**config.mk**
```make
export PLATFORM = sky130hd
export DESIGN_NAME = legv8_control_fsm_flat
export DESIGN_NICKNAME = d
export VERILOG_FILES = /design/src/rtl/legv8_control_fsm_if.sv /design/src/rtl/legv8_control_fsm.sv /design/src/flat_wrapper.sv
export SDC_FILE = /design/constraint.sdc
export NUM_CORES = 1
export LEC_CHECK = 0
export ABC_CLOCK_PERIOD_IN_PS = 12300
export CORE_MARGIN = 1
export CORE_UTILIZATION = 59
export CTS_BUF_LIST = sky130_fd_sc_hd__clkbuf_4
export CTS_CLUSTER_DIAMETER = 200
export CTS_CLUSTER_SIZE = 14
export DETAILED_ROUTE_END_ITERATION = 10
export DONT_BUFFER_PORTS = 1
export HOLD_SLACK_MARGIN = 0.08
export PLACE_DENSITY_LB_ADDON = 0.25
export RECOVER_POWER = 100
export SLEW_MARGIN = 15
export SYNTH_ARGS = -nofsm -noshare
export SYNTH_HDL_FRONTEND = slang
export SYNTH_SLANG_ARGS = --single-unit
```
**constraint.sdc**
```tcl
create_clock -name clock -period 12.3 [get_ports clock]
set_input_delay 1.23 -clock clock [delete_from_list [all_inputs] [get_ports clock]]
set_output_delay 1.23 -clock clock [all_outputs]
set_load 0.01 [all_outputs]
```
**src/rtl/legv8_control_fsm_if.sv**
```systemverilog
// Control-port bundle between the LEGv8 multi-cycle control unit (slave) and the
// datapath/ROM side that feeds it instructions and status (master).
interface legv8_control_fsm_if #(
    parameter int CNT_W = 32
);
    logic [31:0]      instr;
    logic [4:0]       status_sig;
    logic [30:0]      controlWord;
    logic [63:0]      K;
    logic             halted;
    logic [CNT_W-1:0] retired;

    modport master (
        output instr,
        output status_sig,
        input  controlWord,
        input  K,
        input  halted,
        input  retired
    );

    modport slave (
        input  instr,
        input  status_sig,
        output controlWord,
        output K,
        output halted,
        output retired
    );
endinterface

```
**src/rtl/legv8_control_fsm.sv**
```systemverilog
// Multi-cycle LEGv8 control unit: FETCH/EXEC/WB/HALT sequencer that decodes the latched IR
// into the datapath control word. Defining LEGV8_MOVZ_EN adds MOVZ decode.
module legv8_control_fsm #(
    parameter int CNT_W = 32
) (
    input  logic               clock,
    input  logic               reset,
    legv8_control_fsm_if.slave bus
);

    typedef enum logic [1:0] {
        ST_FETCH = 2'd0,
        ST_EXEC  = 2'd1,
        ST_WB    = 2'd2,
        ST_HALT  = 2'd3
    } state_e;

    typedef enum logic [4:0] {
        OP_ADD, OP_SUB, OP_AND, OP_ORR, OP_ADDS, OP_SUBS,
        OP_ADDI, OP_SUBI, OP_ANDI, OP_ORRI,
        OP_STUR, OP_LDUR, OP_B, OP_BL, OP_BR,
        OP_CBZ, OP_CBNZ, OP_BCOND, OP_MOVZ, OP_BAD
    } op_e;

    localparam logic [4:0] FS_AND = 5'b00000;
    localparam logic [4:0] FS_ORR = 5'b00100;
    localparam logic [4:0] FS_ADD = 5'b01000;
    localparam logic [4:0] FS_SUB = 5'b01011;

    state_e           state_q, state_d;
    logic [31:0]      ir_q, ir_d;
    logic [CNT_W-1:0] retired_q, retired_d;
    op_e              op_s;

    logic [4:0]  da_s, sa_s, sb_s, fs_s;
    logic        bsel_s, asel_s, reg_write_s, mem_write_s, status_load_s;
    logic        en_b_s, en_alu_s, en_mem_s, en_pc_s;
    logic [1:0]  ps_s;
    logic [63:0] k_s;

    logic [4:0]  rd_s, rn_s, rm_s;
    logic [63:0] imm12_s, imm9_s, br26_s, br19_s;

    function automatic logic [4:0] alu_fs(input op_e op);
        case (op)
            OP_SUB, OP_SUBS, OP_SUBI: alu_fs = FS_SUB;
            OP_AND, OP_ANDI:          alu_fs = FS_AND;
            OP_ORR, OP_ORRI:          alu_fs = FS_ORR;
            default:                  alu_fs = FS_ADD;
        endcase
    endfunction

    // vcnz is the registered {V,C,N,Z} flag set
    function automatic logic cond_pass(input logic [3:0] cond, input logic [3:0] vcnz);
        logic v, c, n, z;
        {v, c, n, z} = vcnz;
        case (cond)
            4'h0:    cond_pass = z;
            4'h1:    cond_pass = ~z;
            4'h2:    cond_pass = c;
            4'h3:    cond_pass = ~c;
            4'h4:    cond_pass = n;
            4'h5:    cond_pass = ~n;
            4'h6:    cond_pass = v;
            4'h7:    cond_pass = ~v;
            4'h8:    cond_pass = c & ~z;
            4'h9:    cond_pass = ~(c & ~z);
            4'hA:    cond_pass = (n == v);
            4'hB:    cond_pass = (n != v);
            4'hC:    cond_pass = ~z & (n == v);
            4'hD:    cond_pass = ~(~z & (n == v));
            default: cond_pass = 1'b1;
        endcase
    endfunction

    assign rd_s    = ir_q[4:0];
    assign rn_s    = ir_q[9:5];
    assign rm_s    = ir_q[20:16];
    assign imm12_s = {52'd0, ir_q[21:10]};
    assign imm9_s  = {{55{ir_q[20]}}, ir_q[20:12]};
    assign br26_s  = {{36{ir_q[25]}}, ir_q[25:0], 2'b00};
    assign br19_s  = {{43{ir_q[23]}}, ir_q[23:5], 2'b00};

`ifdef LEGV8_MOVZ_EN
    logic [63:0] movz_k_s;
    assign movz_k_s = {48'd0, ir_q[20:5]} << {ir_q[22:21], 4'b0000};
`endif

    // Opcode classification of the latched instruction.
    always_comb begin
        op_s = OP_BAD;
        casez (ir_q[31:21])
            11'b10001011000: op_s = OP_ADD;
            11'b11001011000: op_s = OP_SUB;
            11'b10001010000: op_s = OP_AND;
            11'b10101010000: op_s = OP_ORR;
            11'b10101011000: op_s = OP_ADDS;
            11'b11101011000: op_s = OP_SUBS;
            11'b1001000100?: op_s = OP_ADDI;
            11'b1101000100?: op_s = OP_SUBI;
            11'b1001001000?: op_s = OP_ANDI;
            11'b1011001000?: op_s = OP_ORRI;
            11'b11111000000: op_s = OP_STUR;
            11'b11111000010: op_s = OP_LDUR;
            11'b000101?????: op_s = OP_B;
            11'b100101?????: op_s = OP_BL;
            11'b11010110000: op_s = OP_BR;
            11'b10110100???: op_s = OP_CBZ;
            11'b10110101???: op_s = OP_CBNZ;
            11'b01010100???: op_s = OP_BCOND;
`ifdef LEGV8_MOVZ_EN
            11'b110100101??: op_s = OP_MOVZ;
`endif
            default:         op_s = OP_BAD;
        endcase
    end

    // Next-state and control-word generation.
    always_comb begin
        state_d       = state_q;
        ir_d          = ir_q;
        da_s          = 5'd0;
        sa_s          = 5'd0;
        sb_s          = 5'd0;
        fs_s          = 5'd0;
        bsel_s        = 1'b0;
        asel_s        = 1'b0;
        reg_write_s   = 1'b0;
        mem_write_s   = 1'b0;
        status_load_s = 1'b0;
        en_b_s        = 1'b0;
        en_alu_s      = 1'b0;
        en_mem_s      = 1'b0;
        en_pc_s       = 1'b0;
        ps_s          = 2'b00;
        k_s           = 64'd0;
        case (state_q)
            ST_FETCH: begin
                ir_d    = bus.instr;
                state_d = ST_EXEC;
            end
            ST_EXEC: begin
                state_d = ST_FETCH;
                case (op_s)
                    OP_ADD, OP_SUB, OP_AND, OP_ORR, OP_ADDS, OP_SUBS: begin
                        da_s          = rd_s;
                        sa_s          = rn_s;
                        sb_s          = rm_s;
                        fs_s          = alu_fs(op_s);
                        reg_write_s   = 1'b1;
                        status_load_s = (op_s == OP_ADDS) || (op_s == OP_SUBS);
                        en_alu_s      = 1'b1;
                        ps_s          = 2'b01;
                    end
                    OP_ADDI, OP_SUBI, OP_ANDI, OP_ORRI: begin
                        da_s        = rd_s;
                        sa_s        = rn_s;
                        fs_s        = alu_fs(op_s);
                        bsel_s      = 1'b1;
                        k_s         = imm12_s;
                        reg_write_s = 1'b1;
                        en_alu_s    = 1'b1;
                        ps_s        = 2'b01;
                    end
                    // Store data rides the bus from register B; the ALU only forms the address.
                    OP_STUR: begin
                        sa_s        = rn_s;
                        sb_s        = rd_s;
                        fs_s        = FS_ADD;
                        bsel_s      = 1'b1;
                        k_s         = imm9_s;
                        mem_write_s = 1'b1;
                        en_b_s      = 1'b1;
                        ps_s        = 2'b01;
                    end
                    OP_LDUR: begin
                        sa_s     = rn_s;
                        fs_s     = FS_ADD;
                        bsel_s   = 1'b1;
                        k_s      = imm9_s;
                        en_alu_s = 1'b1;
                        state_d  = ST_WB;
                    end
                    OP_B: begin
                        asel_s   = 1'b1;
                        k_s      = br26_s;
                        en_alu_s = 1'b1;
                        ps_s     = 2'b10;
                    end
                    OP_BL: begin
                        da_s        = 5'd30;
                        asel_s      = 1'b1;
                        k_s         = br26_s;
                        reg_write_s = 1'b1;
                        en_pc_s     = 1'b1;
                        ps_s        = 2'b10;
                    end
                    OP_BR: begin
                        sa_s     = rn_s;
                        en_alu_s = 1'b1;
                        ps_s     = 2'b11;
                    end
                    OP_CBZ, OP_CBNZ: begin
                        sa_s     = rd_s;
                        sb_s     = 5'd31;
                        fs_s     = FS_ADD;
                        asel_s   = 1'b1;
                        k_s      = br19_s;
                        en_alu_s = 1'b1;
                        ps_s     = ((op_s == OP_CBZ) == bus.status_sig[0]) ? 2'b10 : 2'b01;
                    end
                    OP_BCOND: begin
                        asel_s   = 1'b1;
                        k_s      = br19_s;
                        en_alu_s = 1'b1;
                        ps_s     = cond_pass(ir_q[3:0], bus.status_sig[4:1]) ? 2'b10 : 2'b01;
                    end
                    OP_MOVZ: begin
`ifdef LEGV8_MOVZ_EN
                        da_s        = rd_s;
                        sb_s        = 5'd31;
                        fs_s        = FS_ORR;
                        bsel_s      = 1'b1;
                        k_s         = movz_k_s;
                        reg_write_s = 1'b1;
                        en_alu_s    = 1'b1;
                        ps_s        = 2'b01;
`else
                        state_d = ST_HALT;
`endif
                    end
                    default: state_d = ST_HALT;
                endcase
            end
            ST_WB: begin
                da_s        = rd_s;
                sa_s        = rn_s;
                fs_s        = FS_ADD;
                bsel_s      = 1'b1;
                k_s         = imm9_s;
                reg_write_s = 1'b1;
                en_mem_s    = 1'b1;
                ps_s        = 2'b01;
                state_d     = ST_FETCH;
            end
            ST_HALT: state_d = ST_HALT;
            default: state_d = ST_FETCH;
        endcase
    end

    // An instruction retires on the cycle that moves the PC.
    always_comb begin
        if (ps_s != 2'b00) begin
            retired_d = retired_q + {{(CNT_W-1){1'b0}}, 1'b1};
        end else begin
            retired_d = retired_q;
        end
    end

    // State, instruction register and retire counter.
    always_ff @(posedge clock or negedge reset) begin
        if (!reset) begin
            state_q   <= ST_FETCH;
            ir_q      <= 32'd0;
            retired_q <= {CNT_W{1'b0}};
        end else begin
            state_q   <= state_d;
            ir_q      <= ir_d;
            retired_q <= retired_d;
        end
    end

    assign bus.controlWord = {da_s, sa_s, sb_s, fs_s, bsel_s, asel_s, reg_write_s, mem_write_s,
                              status_load_s, en_b_s, en_alu_s, en_mem_s, en_pc_s, ps_s};
    assign bus.K       = k_s;
    assign bus.halted  = (state_q == ST_HALT);
    assign bus.retired = retired_q;

endmodule

```
**src/flat_wrapper.sv**
```systemverilog
// flat-port wrapper written by rule: the top's interface ports become plain ports
module legv8_control_fsm_flat 
#(
    parameter int CNT_W = 32
)
  (clock, reset, bus_instr, bus_status_sig, bus_controlWord, bus_K, bus_halted, bus_retired);
  legv8_control_fsm_if #(.CNT_W(CNT_W)) bus_i ();
  input  logic clock;
  input  logic reset;
  input wire logic [$bits(bus_i.instr)-1:0] bus_instr;
  input wire logic [$bits(bus_i.status_sig)-1:0] bus_status_sig;
  output wire logic [$bits(bus_i.controlWord)-1:0] bus_controlWord;
  output wire logic [$bits(bus_i.K)-1:0] bus_K;
  output wire logic [$bits(bus_i.halted)-1:0] bus_halted;
  output wire logic [$bits(bus_i.retired)-1:0] bus_retired;
  assign bus_i.instr = bus_instr;
  assign bus_i.status_sig = bus_status_sig;
  assign bus_controlWord = bus_i.controlWord;
  assign bus_K = bus_i.K;
  assign bus_halted = bus_i.halted;
  assign bus_retired = bus_i.retired;
  legv8_control_fsm #(.CNT_W(CNT_W)) u_core (.clock(clock), .reset(reset), .bus(bus_i));
endmodule
```
==> results of run 1 <==
-- worst max-delay path: cells and delay by family, from the launching register on --
family | cells | cell delay (ns)
AND/OR/NAND/NOR | 4 | 2.44
buffers and inverters | 2 | 1.91
flip-flops | 1 | 0.54
AO/OA/AOI/OAI | 2 | 0.39
-- cell type report --
class	count	area [um2]
clock buffer	9	67.56
timing repair buffer	6	46.29
tap	105	131.4
sequential	66	1652
multi-input combinational	385	2686
inverter	14	52.55
fill	773	3506
clock inverter	7	75.07
-- metal layers --
metal	share of wire (%)	routed length (um)	vias to the layer above	GRT usage, %
met5	0	0	-	0
met1	40	5133	1953	38.07
li1	-	-	1793	-
met3	10	1298	38	8.657
met2	48	6207	242	49.15
met4	2.5	325	0	10.64
-- worst max path at each step --
stage | cells after the start | start | end
after floorplan | 9 | u_core.ir_q[29] | bus_K[28]
after global placement | 8 | u_core.ir_q[21] | bus_K[43]
after detailed placement | 8 | u_core.ir_q[21] | bus_K[43]
after CTS | 8 | u_core.ir_q[21] | bus_K[43]
after global routing | 8 | u_core.ir_q[25] | bus_K[50]
final | 8 | u_core.ir_q[25] | bus_K[43]
-- logic make-up (layout without fill, tap and decap cells) --
| kind of cell | count (synthesis) | after routing | synth area share [%] |
|---|---|---|---|
| AND/OR/NAND/NOR | 167 | 167 | 18.17 |
| AO/OA/AOI/OAI | 140 | 140 | 21.70 |
| buffers and inverters | 96 | 36 | 11.11 |
| flip-flops | 66 | 66 | 33.04 |
| multiplexers | 36 | 36 | 8.260 |
| XOR/XNOR | 35 | 35 | 6.133 |
| adder cells (fa/ha/maj) | 6 | 6 | 1.502 |
| other | 1 | 1 | 0.07502 |
-- cell usage in the layout (no fill, tap or decap), types with 2 or more instances in the layout --
cell       count
a2111oi_0     14
a211oi_1       8
a21boi_0      12
a21o_1         4
a21oi_1       23
a221oi_1       9
a22o_1        11
a31oi_1        8
a32o_1         2
and2_0         9
and2_1         2
and3_1        11
and4b_1        2
buf_4          2
clkbuf_1       3
clkbuf_4       9
clkinv_2       2
clkinv_4       2
dfrtp_1       66
ha_1           6
inv_1         14
inv_6          2
mux2_2        31
mux2i_1        3
nand2_1       67
nand2b_1       4
nand3_1       17
nand4_1        7
nor2_1        15
nor2b_1        9
nor3_1         3
nor3b_1        2
nor4_1         2
nor4b_1        3
o21a_1        11
o21ai_0       24
o31a_1         2
or2_2          3
xnor2_1       10
xor2_1        25
-- where the power goes --
part	internal, mW	leakage (nW)	switching, mW
Combinational	0.181	1.02	0.261
Sequential	0.281	0.838	0.133
Clock	0.0633	0.0807	0.0920
Total	0.526	1.94	0.486
-- state kept, by name, indices dropped and copies added, names as in the netlist --
signal	cells
u_core.bus.retired	32
u_core.ir_q	32
u_core.state_q	2
-- metrics by stage --
step | cell area, um2 | power (mW) | hold slack [ns] | util, %
after global placement | 4696 | 0.8526 | 0.5199 | 57.15
after CTS | 4838 | 1.019 | 0.4490 | 58.89
after detailed placement | 4696 | 0.8638 | 0.5199 | 57.15
after floorplan | 4999 | 0.7894 | 0.5039 | -
final | 4711 | 1.011 | 0.4529 | 57.33
after global routing | 4711 | 1.066 | 0.4300 | 57.33
==> summary.md, run 1 <==
| Metric | Value |
|---|---|
| Most common cell in the netlist | `nand2_1` |
| Post-placement cell count | `576` |
| Fin Setup TNS | `0 ns` |
| Bufs on Longest Clock Path | `2` |
| Critical Path AT | `5.73 ns` |
| Total count of hold-check failures in the final report | `0` |
| FP Rows | `33` |
| Final setup fails | `0` |
| Vias per cell | `6.801` |
| CTS tree | `done` |
| Max-slew headroom at the worst pin | `-110.6%` |
| FFs w/ async S/R, synth | `100.0%` |
| CTS Buf Count | `9` |
| Outcome | `complete, but fails checks` |
| Crit-path max cell delay | `1.56 ns` |
| DRC viols | `0` |
| Worst IR Drop VDD | `121.2 uV` |
| Violated checks | `capacitance limit, slew limit` |
| Final wirelength | `12960 um` |
| Die width | `94.05 um` |
| Sequential fraction of the synthesis area | `33.04%` |
| Fmax | `0.1436 GHz` |
| Wire per inst | `21.90 um` |
| First DRT Iteration DRCs | `466` |
| Min-delay worst type | `in -> async` |
| Insertion delay to the later sink of the worst-skew pair | `0.45 ns` |
| Die H | `94.05 um` |
| Syn Std Cell Area | `4999 um2` |
| Reg-to-Reg End | `u_core.bus.retired[21]` |
| Startpoint Class | `flop` |
| Crit path top cell by count | `nand2_1` |
| Final cell count without fillers | `592` |
| Critical-path cell list | `or2_2 -> nor4_1 -> nand2_1 -> nand2_1 -> o21ai_0 -> a21boi_4 -> clkbuf_1 -> buf_12` |
| Antenna violations before repair | `0` |
| Sinks on Clock Net | `66` |
| DR pass1 iterations | `6` |
| Post-detail-place hpwl | `9205 um` |
| Worst-margin pin slew | `3.126 ns` |
| Area contributors post-synth | `dfrtp_1 (33%), buf_4 (7.1%), mux2_2 (7.0%), nand2_1 (5.0%), xor2_1 (4.4%)` |
| Power Density | `214.7 nW/um2` |
| Die Area | `8844 um2` |
| Ys Warns | `0` |
| Worst-path maximum fanout | `20` |
| CP Data Required Time | `11.07 ns` |
| Slowest CP cell | `clkbuf_1` |
| Count of cell types in the netlist | `68` |
| Prevailing post-synth register cell | `dfrtp_1` |
| EDFF count, synth | `0` |
| Placer Congestion | `0.8987` |
| Starting Density | `60.83%` |
| DRT antenna net count | `0` |
| Total track usage | `30.18%` |
| Diodes inserted | `0` |
| Top cells by count, synth | `nand2_1 (67), dfrtp_1 (66), buf_4 (47)` |
| Syn Nets | `592` |
| CTS Hold Bufs | `0` |
| Final WS setup | `5.338 ns` |
| Mapped Cells | `547` |
| Lkg Pwr | `1.939 nW` |
| Mean post-synth cell area | `9.138 um2` |
| Via count of the first global-routing pass | `3968` |
| First-pass GRT wire length | `20430 um` |
| Setup Skew | `0.02087 ns` |
| Period utilization | `56.60%` |
| Largest net degree at the start of global routing | `67` |
| Fraction of layout instances using a drive strength above 1 | `12.32%` |
| P&R area growth vs syn | `-5.757%` |
| Vias | `4026` |
| CTS root buf | `clkbuf_4` |
| Core area | `8217 um2` |
| Worst reg-to-reg setup slack | `6.87 ns` |
| CP Class | `reg -> out` |
| Synth top area share | `33.04%` |
| PostCTS Resize Cnt | `0` |
| IO buf count | `0` |
| # IOs | `167` |
| Grt ovf | `0` |
| Count of pins over their slew limit | `80` |
| Max Cap Viol | `4` |
| Yosys reg bits | `66` |
| Clk slew on worst S/H paths | `0.14 ns` |
| CP Capture Type | `output pin` |
| Unrepaired setup endpoints after global routing | `no` |
| Reg-to-Reg Start | `u_core.ir_q[29]` |
| Cell accounting for the most synthesized area | `dfrtp_1` |
| Min Clock Period, post-route | `6.962 ns` |
| Fin nets | `527` |
| Worst slack at placement | `7.930 ns` |
| Post-CTS Setup Repair Bufs | `0` |
| Worst r2r path cells | `7` |
| CTS H-tree lvls | `3` |
Power figures use the tool's default switching activity.
==> inputs of run 2 (changes only) <==
--- a/config.mk
+++ b/config.mk
@@ -5,7 +5,7 @@
 export SDC_FILE = /design/constraint.sdc
 export NUM_CORES = 1
 export LEC_CHECK = 0
-export ABC_CLOCK_PERIOD_IN_PS = 12300
+export ABC_CLOCK_PERIOD_IN_PS = 6590
 export CORE_MARGIN = 1
 export CORE_UTILIZATION = 59
 export CTS_BUF_LIST = sky130_fd_sc_hd__clkbuf_4
==> constraint.sdc (replaced) <==
create_clock -name clock -period 6.59 [get_ports clock]
set_input_delay 0.659 -clock clock [delete_from_list [all_inputs] [get_ports clock]]
set_output_delay 0.659 -clock clock [all_outputs]
set_load 0.01 [all_outputs]
==> run 2 against run 1 <==
The run still ends with capacitance limit, slew limit left. Register-to-register slack lost 4.0 ns. Utilization grew 0.56 points. Clock skew grew 0.0023 ns. Critical path depth is the same. First-iteration DRC count shrank 14%. Sequential power grew 86%. Cell count grew 0.34%. Sequential cell count is the same. Total power grew 88%. Combinational power grew 90%. Sequential share of layout area shrank 0.34 points. Worst hold slack lost 0.11 ns.
==> summary.md, run 2 (synthesis results as in run 1) <==
| Metric | Value |
|---|---|
| Power Density | `399.6 nW/um2 (was 214.7 nW/um2)` |
| Insertion delay to the later sink of the worst-skew pair | `0.45 ns (about the same)` |
| Worst-margin pin slew | `3.511 ns (was 3.126 ns)` |
| IO buf count | `0 (unchanged)` |
| Die H | `94.05 um (unchanged)` |
| Post-CTS Setup Repair Bufs | `0 (unchanged)` |
| Crit. Startpoint | `u_core.ir_q[21] (was u_core.ir_q[25])` |
| Clk slew on worst S/H paths | `0.13 ns (was 0.14 ns)` |
| First DRT Iteration DRCs | `402 (was 466)` |
| Antenna violations before repair | `0 (unchanged)` |
| Post-detail-place hpwl | `9119 um (was 9205 um)` |
| Setup Skew | `0.02314 ns (was 0.02087 ns)` |
| Worst hold start | `bus_instr[22]` |
| P&R area growth vs syn | `-4.831% (was -5.757%)` |
| CTS root buf | `clkbuf_4 (unchanged)` |
| Final wirelength | `12800 um (was 12960 um)` |
| Count of pins over their slew limit | `102 (was 80)` |
| Worst IR Drop VDD | `225.0 uV (was 121.2 uV)` |
| Wire per inst | `21.54 um (was 21.90 um)` |
| Bufs on Longest Clock Path | `2 (unchanged)` |
| Via count of the first global-routing pass | `3893 (was 3968)` |
| Placer Congestion | `0.8986 (was 0.8987)` |
| FP Rows | `33 (unchanged)` |
| Fin Setup TNS | `0 ns (unchanged)` |
| Vias per cell | `6.776 (was 6.801)` |
| Fin Hold WS | `0.3403 ns (was 0.4529 ns)` |
| Die width | `94.05 um (unchanged)` |
| Total track usage | `29.99% (was 30.18%)` |
| Max Cap Viol | `2 (was 4)` |
| Reg-to-Reg Start | `u_core.ir_q[29] (unchanged)` |
| Sinks on Clock Net | `66 (unchanged)` |
| Fraction of layout instances using a drive strength above 1 | `12.88% (was 12.32%)` |
| FF/Latch Area | `1652 um2 (unchanged)` |
| Diodes inserted | `0 (unchanged)` |
| # IOs | `167 (unchanged)` |
| Lkg Pwr | `1.953 nW (was 1.939 nW)` |
| CP Capture Type | `output pin (unchanged)` |
| PostCTS Resize Cnt | `0 (unchanged)` |
| CTS H-tree lvls | `3 (unchanged)` |
| Total count of hold-check failures in the final report | `0 (unchanged)` |
| CTS tree | `done (unchanged)` |
| Grt ovf | `0 (unchanged)` |
| DRT antenna net count | `0 (unchanged)` |
| Post-route cell area | `4757 um2 (was 4711 um2)` |
| CP Data Required Time | `5.93 ns (was 11.07 ns)` |
| Fmax | `0.2279 GHz` |
| Core area | `8217 um2 (unchanged)` |
| Min Clock Period, post-route | `4.388 ns` |
| Most common cell after layout, fill and taps aside | `nand2_1 (unchanged)` |
| Die Area | `8844 um2 (unchanged)` |
| Starting Density | `60.83% (unchanged)` |
| DP Area | `4696 um2 (unchanged)` |
| Leading cell types in the layout, fill and taps excluded | `nand2_1 (67), dfrtp_1 (66), mux2_2 (31), xor2_1 (25), o21ai_0 (24) (unchanged)` |
| Unrepaired setup endpoints after global routing | `no (unchanged)` |
| Worst-path maximum fanout | `20 (unchanged)` |
| Min-delay worst type | `in -> reg (was in -> async)` |
| Outcome | `complete, but fails checks (unchanged)` |
| Violated checks | `capacitance limit, slew limit (unchanged)` |
| Largest net degree at the start of global routing | `67 (unchanged)` |
| CP Class | `reg -> out (unchanged)` |
| Fillers | `746 (was 773)` |
| Critical Path AT | `3.73 ns (was 5.73 ns)` |
| Startpoint Class | `flop (unchanged)` |
| DR pass1 iterations | `5 (was 6)` |
| Vias | `4025 (was 4026)` |
| Fin nets | `529 (was 527)` |
| DRC viols | `0 (unchanged)` |
| Multi-input logic area | `2713 um2 (was 2686 um2)` |
| Max-slew headroom at the worst pin | `-134.1% (was -110.6%)` |
| First-pass GRT wire length | `20380 um (was 20430 um)` |
| CTS Hold Bufs | `2 (was 0)` |
| CTS Buf Count | `9 (unchanged)` |
| Period utilization | `66.59%` |
| Final setup fails | `0 (unchanged)` |
[run 2: final cells by class]
class / instances / share of cell area (%)
Multi-Input combinational cell: 385 / 57.02
Sequential cell: 66 / 34.72
Tap cell: 105 / 2.762
Clock inverter: 7 / 1.631
Clock buffer: 9 / 1.420
Timing Repair Buffer: 8 / 1.341
Inverter: 14 / 1.105
[run 2: metrics by stage]
stage / utilization (%) / instances / setup slack [ns] / power, mW
after floorplan: - / 547 / 1.518 / 1.473
after global placement: 57.15 / 576 / 2.845 / 1.591
after detailed placement: 57.15 / 576 / 2.736 / 1.608
after CTS: 59.37 / 594 / 2.247 / 1.908
after global routing: 57.90 / 594 / 1.952 / 2.013
final: 57.90 / 594 / 2.202 / 1.901
[run 2: routing by layer]
metal  global-route usage, %  vias up  share of wire (%)
li1                        -     1804                  -
met1                   37.46     1937                 39
met2                   48.91      245                 47
met3                   8.738       39                 10
met4                   11.15        0                2.7
met5                       0        -                  0
[run 2: report_power, final]
part | total, mW | switching, mW | internal [mW] | leakage, nW
Clock | 0.292 | 0.174 | 0.119 | 0.0769
Sequential | 0.771 | 0.246 | 0.525 | 0.838
Combinational | 0.838 | 0.497 | 0.340 | 1.04
Total | 1.90 | 0.917 | 0.984 | 1.95
[run 2: worst paths after layout]
path | end | slack [ns] | cells past startpoint
max | bus_K[43] | 2.20 | 8
min reg2reg | u_core.bus.retired[31] | 0.53 | 1
min in group asynchronous | u_core.bus.retired[15] | 1.93 | 2
max reg2reg | u_core.bus.retired[26] | 2.89 | 7
min | u_core.ir_q[22] | 0.34 | 2
max in group asynchronous | u_core.state_q[0] | 2.66 | 2
[run 2: critical path, stage by stage, from the launching register on]
cell and delay [ns]:
dfrtp_1 0.49, nand4b_1 0.31, nor4_4 0.63, nand2_1 0.40
nand2_1 0.27, o21ai_0 0.19, a21boi_4 0.19, buf_4 0.46
buf_12 0.32
